`src/rtl/sram_arbiter.sv`:
```
// sram_arbiter: sequences CPU byte reads/writes and video reads onto an
// 8-bit asynchronous SRAM with programmable read/write wait states, a
// write-to-read turnaround gap and alternating priority when both sources
// contend. All SRAM pins and handshake outputs come straight from flops.
module sram_arbiter #(
  parameter int ADDR_W  = 21,
  parameter int DATA_W  = 8,
  parameter int RD_WAIT = 2,
  parameter int WR_WAIT = 2,
  parameter int TURN    = 1
) (
  input  logic              clk,
  input  logic              resetq,
  input  logic              cpu_rd,
  input  logic              cpu_wr,
  input  logic [ADDR_W-1:0] cpu_addr,
  input  logic [DATA_W-1:0] cpu_wdata,
  output logic [DATA_W-1:0] cpu_rdata,
  output logic              cpu_busy,
  output logic              cpu_done,
  input  logic              vid_req,
  input  logic [ADDR_W-1:0] vid_addr,
  output logic [DATA_W-1:0] vid_data,
  output logic              vid_ack,
  output logic [ADDR_W-1:0] sram_addr,
  output logic [DATA_W-1:0] sram_dq_o,
  output logic              sram_dq_oe,
  input  logic [DATA_W-1:0] sram_dq_i,
  output logic              sram_ce_n,
  output logic              sram_oe_n,
  output logic              sram_we_n
);

  localparam int CNT_W = 8;
  localparam logic [CNT_W-1:0] RD_CNT  = CNT_W'(RD_WAIT - 1);
  localparam logic [CNT_W-1:0] WR_CNT  = CNT_W'(WR_WAIT - 1);
  localparam logic [CNT_W-1:0] TRN_CNT = CNT_W'(TURN - 1);
  localparam logic [CNT_W-1:0] CNT_ONE = CNT_W'(1);

  typedef enum logic [1:0] {
    IDLE,
    RD,
    WR,
    TRN
  } state_t;

  state_t            state;
  logic [CNT_W-1:0]  cnt;
  logic              pend_valid;
  logic              pend_wr;
  logic [ADDR_W-1:0] pend_addr;
  logic [DATA_W-1:0] pend_wdata;
  logic              last_vid;

  logic cpu_strobe;
  logic vid_live;
  logic grant_vid;
  logic grant_cpu;
  logic take_cpu;
  logic cpu_end;

  // A video request is treated as already served during its ack cycle, so a
  // requester that drops vid_req one cycle late is not granted twice.
  assign cpu_strobe = (cpu_rd | cpu_wr) & ~cpu_busy;
  assign vid_live   = vid_req & ~vid_ack;
  assign grant_vid  = vid_live & (~pend_valid | ~last_vid);
  assign grant_cpu  = pend_valid & ~grant_vid;
  assign take_cpu   = (state == IDLE) & grant_cpu;
  assign cpu_end    = ((state == RD) | (state == WR)) & (cnt == '0) & ~last_vid;

  // One-deep CPU request slot: loaded by an accepted strobe, emptied on grant;
  // busy covers both the pending and the in-flight phase.
  always_ff @(posedge clk or negedge resetq) begin
    if (!resetq) begin
      pend_valid <= 1'b0;
      pend_wr    <= 1'b0;
      pend_addr  <= '0;
      pend_wdata <= '0;
      cpu_busy   <= 1'b0;
    end else begin
      if (cpu_strobe) begin
        pend_valid <= 1'b1;
        pend_wr    <= cpu_wr;
        pend_addr  <= cpu_addr;
        pend_wdata <= cpu_wdata;
      end else if (take_cpu) begin
        pend_valid <= 1'b0;
      end
      if (cpu_strobe) begin
        cpu_busy <= 1'b1;
      end else if (cpu_end) begin
        cpu_busy <= 1'b0;
      end
    end
  end

  // Access sequencer: arbitrates in IDLE, then drives the SRAM pins for the
  // programmed number of wait cycles and returns data / completion pulses.
  always_ff @(posedge clk or negedge resetq) begin
    if (!resetq) begin
      state      <= IDLE;
      cnt        <= '0;
      last_vid   <= 1'b0;
      sram_addr  <= '0;
      sram_dq_o  <= '0;
      sram_dq_oe <= 1'b0;
      sram_ce_n  <= 1'b1;
      sram_oe_n  <= 1'b1;
      sram_we_n  <= 1'b1;
      cpu_rdata  <= '0;
      vid_data   <= '0;
      cpu_done   <= 1'b0;
      vid_ack    <= 1'b0;
    end else begin
      cpu_done <= 1'b0;
      vid_ack  <= 1'b0;
      case (state)
        IDLE: begin
          sram_ce_n  <= 1'b1;
          sram_oe_n  <= 1'b1;
          sram_we_n  <= 1'b1;
          sram_dq_oe <= 1'b0;
          if (grant_vid) begin
            sram_addr <= vid_addr;
            sram_ce_n <= 1'b0;
            sram_oe_n <= 1'b0;
            cnt       <= RD_CNT;
            last_vid  <= 1'b1;
            state     <= RD;
          end else if (grant_cpu) begin
            sram_addr <= pend_addr;
            sram_ce_n <= 1'b0;
            last_vid  <= 1'b0;
            if (pend_wr) begin
              sram_dq_o  <= pend_wdata;
              sram_dq_oe <= 1'b1;
              sram_we_n  <= 1'b0;
              cnt        <= WR_CNT;
              state      <= WR;
            end else begin
              sram_oe_n <= 1'b0;
              cnt       <= RD_CNT;
              state     <= RD;
            end
          end
        end
        RD: begin
          if (cnt == '0) begin
            sram_ce_n <= 1'b1;
            sram_oe_n <= 1'b1;
            if (last_vid) begin
              vid_data <= sram_dq_i;
              vid_ack  <= 1'b1;
            end else begin
              cpu_rdata <= sram_dq_i;
              cpu_done  <= 1'b1;
            end
            state <= IDLE;
          end else begin
            cnt <= cnt - CNT_ONE;
          end
        end
        WR: begin
          if (cnt == '0) begin
            sram_ce_n  <= 1'b1;
            sram_we_n  <= 1'b1;
            sram_dq_oe <= 1'b0;
            cpu_done   <= 1'b1;
            if (TURN > 0) begin
              cnt   <= TRN_CNT;
              state <= TRN;
            end else begin
              state <= IDLE;
            end
          end else begin
            cnt <= cnt - CNT_ONE;
          end
        end
        TRN: begin
          if (cnt == '0) begin
            state <= IDLE;
          end else begin
            cnt <= cnt - CNT_ONE;
          end
        end
        default: state <= IDLE;
      endcase
    end
  end

endmodule

```
`config.mk`:
```
export PLATFORM = sky130hd
export DESIGN_NAME = sram_arbiter
export DESIGN_NICKNAME = d
export VERILOG_FILES = /design/src/rtl/sram_arbiter.sv
export SDC_FILE = /design/constraint.sdc
export NUM_CORES = 1
export LEC_CHECK = 0
export BUFFER_PORTS_ARGS = -buffer_cell sky130_fd_sc_hd__buf_4
export CAP_MARGIN = 25
export CELL_PAD_IN_SITES_DETAIL_PLACEMENT = 0
export CELL_PAD_IN_SITES_GLOBAL_PLACEMENT = 1
export CORE_ASPECT_RATIO = 1.5
export CORE_MARGIN = 2
export CORE_UTILIZATION = 42
export CTS_BUF_LIST = sky130_fd_sc_hd__clkbuf_2
export CTS_CLUSTER_DIAMETER = 30
export DETAILED_ROUTE_END_ITERATION = 8
export GPL_ROUTABILITY_DRIVEN = 0
export PLACE_DENSITY = 0.9
export SKIP_LAST_GASP = 1
export SLEW_MARGIN = 5
export SYNTH_ARGS = -nofsm -noshare
export SYNTH_HDL_FRONTEND = slang
export SYNTH_SLANG_ARGS = --single-unit
```
`constraint.sdc`:
```
create_clock -name clk -period 2.6 [get_ports clk]
set_input_delay 0.52 -clock clk [delete_from_list [all_inputs] [get_ports clk]]
set_output_delay 0.52 -clock clk [all_outputs]
set_load 0.03 [all_outputs]
```
==> PnR_summary.wiki <==
{| class="wikitable"
! Metric !! Value
|-
| Final HPWL from detailed placement || 6.48 mm
|-
| Crit path DAT || 2.63 ns
|-
| Final slew viol count || 0
|-
| Initial standard-cell utilization of the core || 42.7%
|-
| H-tree depth reported by CTS || 3
|-
| Clock power frac || 10.8%
|-
| Cell type with the highest aggregate area in the netlist || dfrtp_1
|-
| CTS Buf Count || 9
|-
| Number of DRC violations after detailed routing || 0
|-
| Highest ir drop seen on vdd || 696 uV
|-
| Sum Neg Setup Slack || 0 ns
|-
| Share of the synthesized area in the top cell type || 56.0%
|-
| Number of ports placed on the die boundary || 115
|-
| Required time of the worst setup path || 3.04 ns
|-
| Worst Setup Slack, final || 0.417 ns
|-
| Sequential fraction of design power || 38.2%
|-
| Layout overhead on the synthesized area || 27.4%
|-
| Biggest area contributors in the synthesized netlist || dfrtp_1 56%, mux2_2 13%, mux2i_1 5.4%, o21ai_0 4.3%, mux2_4 3.0%
|-
| Mean cell area of the mapped netlist || 12.7 sq um
|-
| Routed length on met1 || 3.39 mm
|-
| Height of the die || 124 microns
|-
| Tightest Pin Transition || 0.567 ns
|-
| Flip-flop and latch count after synthesis || 94
|-
| Overflow left after global routing || 0
|-
| Number of port buffers || 114
|-
| Floorplan die width || 84.3 microns
|-
| Metal2 WL || 4.68 mm
|-
| Switching power || 0.00288 W
|-
| Area used by multi-input combinational logic || 0.00162 sq mm
|-
| Number of clock sinks || 94
|-
| Capture endpoint of the worst hold path || pend_wdata[3]
|-
| Crit Path Max Fanout || 9
|-
| Count of filler cells inserted in the layout || 845
|-
| Via count of the first global-routing pass || 3036
|-
| Kind of capture point of the worst setup path || register
|-
| Area inside the core boundary || 0.00952 sq mm
|-
| Final number of hold-violating endpoints || 0
|-
| Post-CTS Repair Setup Buffers || 0
|-
| R2R Setup Slk || 0.42 ns
|-
| Largest net degree at the start of global routing || 45
|-
| Total routing resource utilization after global routing || 17.5%
|-
| Hold Crit Depth || 2
|-
| Metal3 WL || 530 microns
|-
| Post-synthesis instance total || 320
|-
| Post-placement setup slack || 0.459 ns
|-
| Ratio of cells with drive above 1 in the final layout || 45.0%
|-
| Worst-Skew Late Latency || 0.54 ns
|-
| Floorplan row count || 44
|-
| Sw Share || 42.3%
|-
| Normalized max-slew margin || 61.9%
|-
| Reg2reg end || vid_data[5]
|-
| Crit path time final || 2.18 ns
|-
| Number of nets in the synthesized netlist || 389
|-
| First-pass iteration count of the detailed router || 4
|-
| Fin crit share || 84.0%
|-
| Worst min-delay path category || input pin to register
|-
| Wire length of the first global-routing pass || 14.7 mm
|-
| Clock transition at the register clock pins on the worst setup and hold paths after CTS || 0.27 ns
|-
| CTS tree || built
|-
| Routed via count || 2879
|-
| Cell Area, Synth || 0.00407 sq mm
|-
| Total detailed-routing wirelength || 8.76 mm
|-
| Max Cap Violations || 0
|-
| Post-detailed-route wirelength per cell || 15.7 microns
|-
| Outcome || complete, no violations
|-
| Number of nets with antenna violations after detailed routing || 0
|-
| Reg-to-reg critical path startpoint || cnt[0]
|-
| Sequential cell area || 0.00236 sq mm
|-
| Count of warnings emitted by yosys || 0
|-
| Setup violations, final || 0
|-
| Pwr/cell area || 1320 mW/mm^2
|-
| Clock Tree Root || clkbuf_2
|-
| Clock Skew || 0.0308 ns
|-
| Layout net count || 506
|-
| R2r worst-path depth || 6
|-
| Die Area || 0.0105 sq mm
|-
| Proportion of synthesized chip area in sequential cells || 58.0%
|-
| Startpoint of the worst hold path || cpu_wdata[3]
|-
| Synth cell types || 36
|-
| Highest routed layer || met4
|-
| Antenna diode count || 0
|-
| CP Launch Type || register
|-
| Combinational cell fraction of total power || 51.0%
|-
| Setup repair after global routing missed its margin || false
|-
| Initial DRC count || 107
|-
| Fmax || 458 MHz
|-
| Internal power || 0.00393 W
|-
| Buffer levels on the longest clock path || 2
|-
| Via density || 5.17
|-
| Worst setup path class || register to register
|-
| Number of antenna violations at the first check in global routing || 0
|-
| Static Leakage || 2.50 nW
|}
-- metal layers --
layer	GRT usage, %	up-vias
li1	-	1357
met1	20.1	1427
met2	30.6	82
met3	5.50	13
met4	5.98	0
met5	0	-
-- area by class of cell --
class | instances | share of cell area, %
Sequential cell | 94 | 45.5
Multi-Input combinational cell | 204 | 31.2
Timing Repair Buffer | 120 | 17.7
Tap cell | 115 | 2.78
Clock inverter | 6 | 1.30
Clock buffer | 10 | 0.966
Inverter | 8 | 0.580
-- how the worst max path moves through the flow --
stage	start	endpoint	cells past startpoint
finish	cnt[0]	vid_data[5]	6
global route	state[0]	cnt[4]	6
CTS	cnt[0]	vid_data[5]	6
detailed placement	cnt[0]	vid_data[0]	6
global placement	cnt[0]	vid_data[0]	6
floorplan	cnt[0]	vid_data[0]	8
-- synth_stat cells --
master / count
a211oi_1: 1
a21boi_0: 1
a21oi_1: 7
a22o_1: 2
a31oi_1: 3
and2_1: 1
and3_4: 1
buf_12: 1
buf_2: 2
buf_6: 1
clkbuf_1: 10
dfrtp_1: 91
dfstp_2: 3
ha_1: 6
inv_1: 8
mux2_2: 48
mux2_4: 8
mux2i_1: 22
nand2_1: 32
nand2_2: 1
nand2b_1: 2
nand3_1: 5
nor2_1: 7
nor2b_1: 4
nor3_1: 4
nor4b_4: 1
o2111ai_2: 1
o211ai_1: 1
o21ai_0: 35
o21ai_1: 1
o21bai_1: 1
o22ai_1: 2
o2bb2ai_1: 3
o31ai_1: 2
o41ai_1: 1
xnor2_1: 1
-- flip-flops by register name, summed over array words and instances, names as in the netlist, 2 cells and up --
signal      flops
vid_data        8
pend_addr      21
state           2
sram_dq_o       8
cnt             8
pend_wdata      8
cpu_rdata       8
sram_addr      21
-- repair_timing --
| action | in CTS | in global routing |
|---|---|---|
| endpoints found under the hold margin | 38 | 0 |
| hold buffers | 1 | 0 |
| gates resized for setup | 0 | 0 |
-- power groups by stage --
stage          logic (W)  clock network (W)  registers (W)
4_1_cts          0.00351           0.000758        0.00261
3_3_place_gp     0.00342                  0        0.00261
5_1_grt          0.00376           0.000814        0.00271
2_1_floorplan    0.00168                  0        0.00330
6_report         0.00347           0.000734        0.00261
3_5_place_dp     0.00351                  0        0.00265
-- metrics by stage --
stage	hold WS, ns	instance area [sq um]	instances	power [W]	utilization (%)
floorplan	0.224	4070	320	0.00497	-
global placement	0.464	5050	540	0.00603	53.0
detailed placement	0.476	5050	540	0.00616	53.0
CTS	0.125	5180	557	0.00688	54.4
global route	0.0884	5180	557	0.00728	54.4
finish	0.178	5180	557	0.00681	54.4
-- cells in the final DEF, fill, tap and decap left out, types with 7 or more instances in the layout --
master	netlist	layout
mux2i_1	22	22
nand2_1	32	32
dfrtp_1	91	91
nor2_1	7	7
mux2_4	8	8
clkbuf_2	0	10
a21oi_1	7	7
buf_4	0	118
o21ai_0	35	35
inv_1	8	8
mux2_2	48	48
-- critical path, cell delays in order, from the launching register on --
cell and delay (ns):
dfrtp_1 0.47, inv_1 0.07, ha_1 0.18, nor4b_4 0.36, and2_1 0.36, and3_4 0.34
mux2_4 0.31
-- cell families after synthesis --
family / share of synthesized area [%]
and+or+nand+nor: 6.80
AOI/OAI and AO/OA: 8.83
adders and majority gates: 1.85
buffers and inverters: 2.68
muxes: 21.7
xor gates and xnor gates: 0.215
DFF: 58.0
No activity file was read; power rests on OpenSTA's default activity.
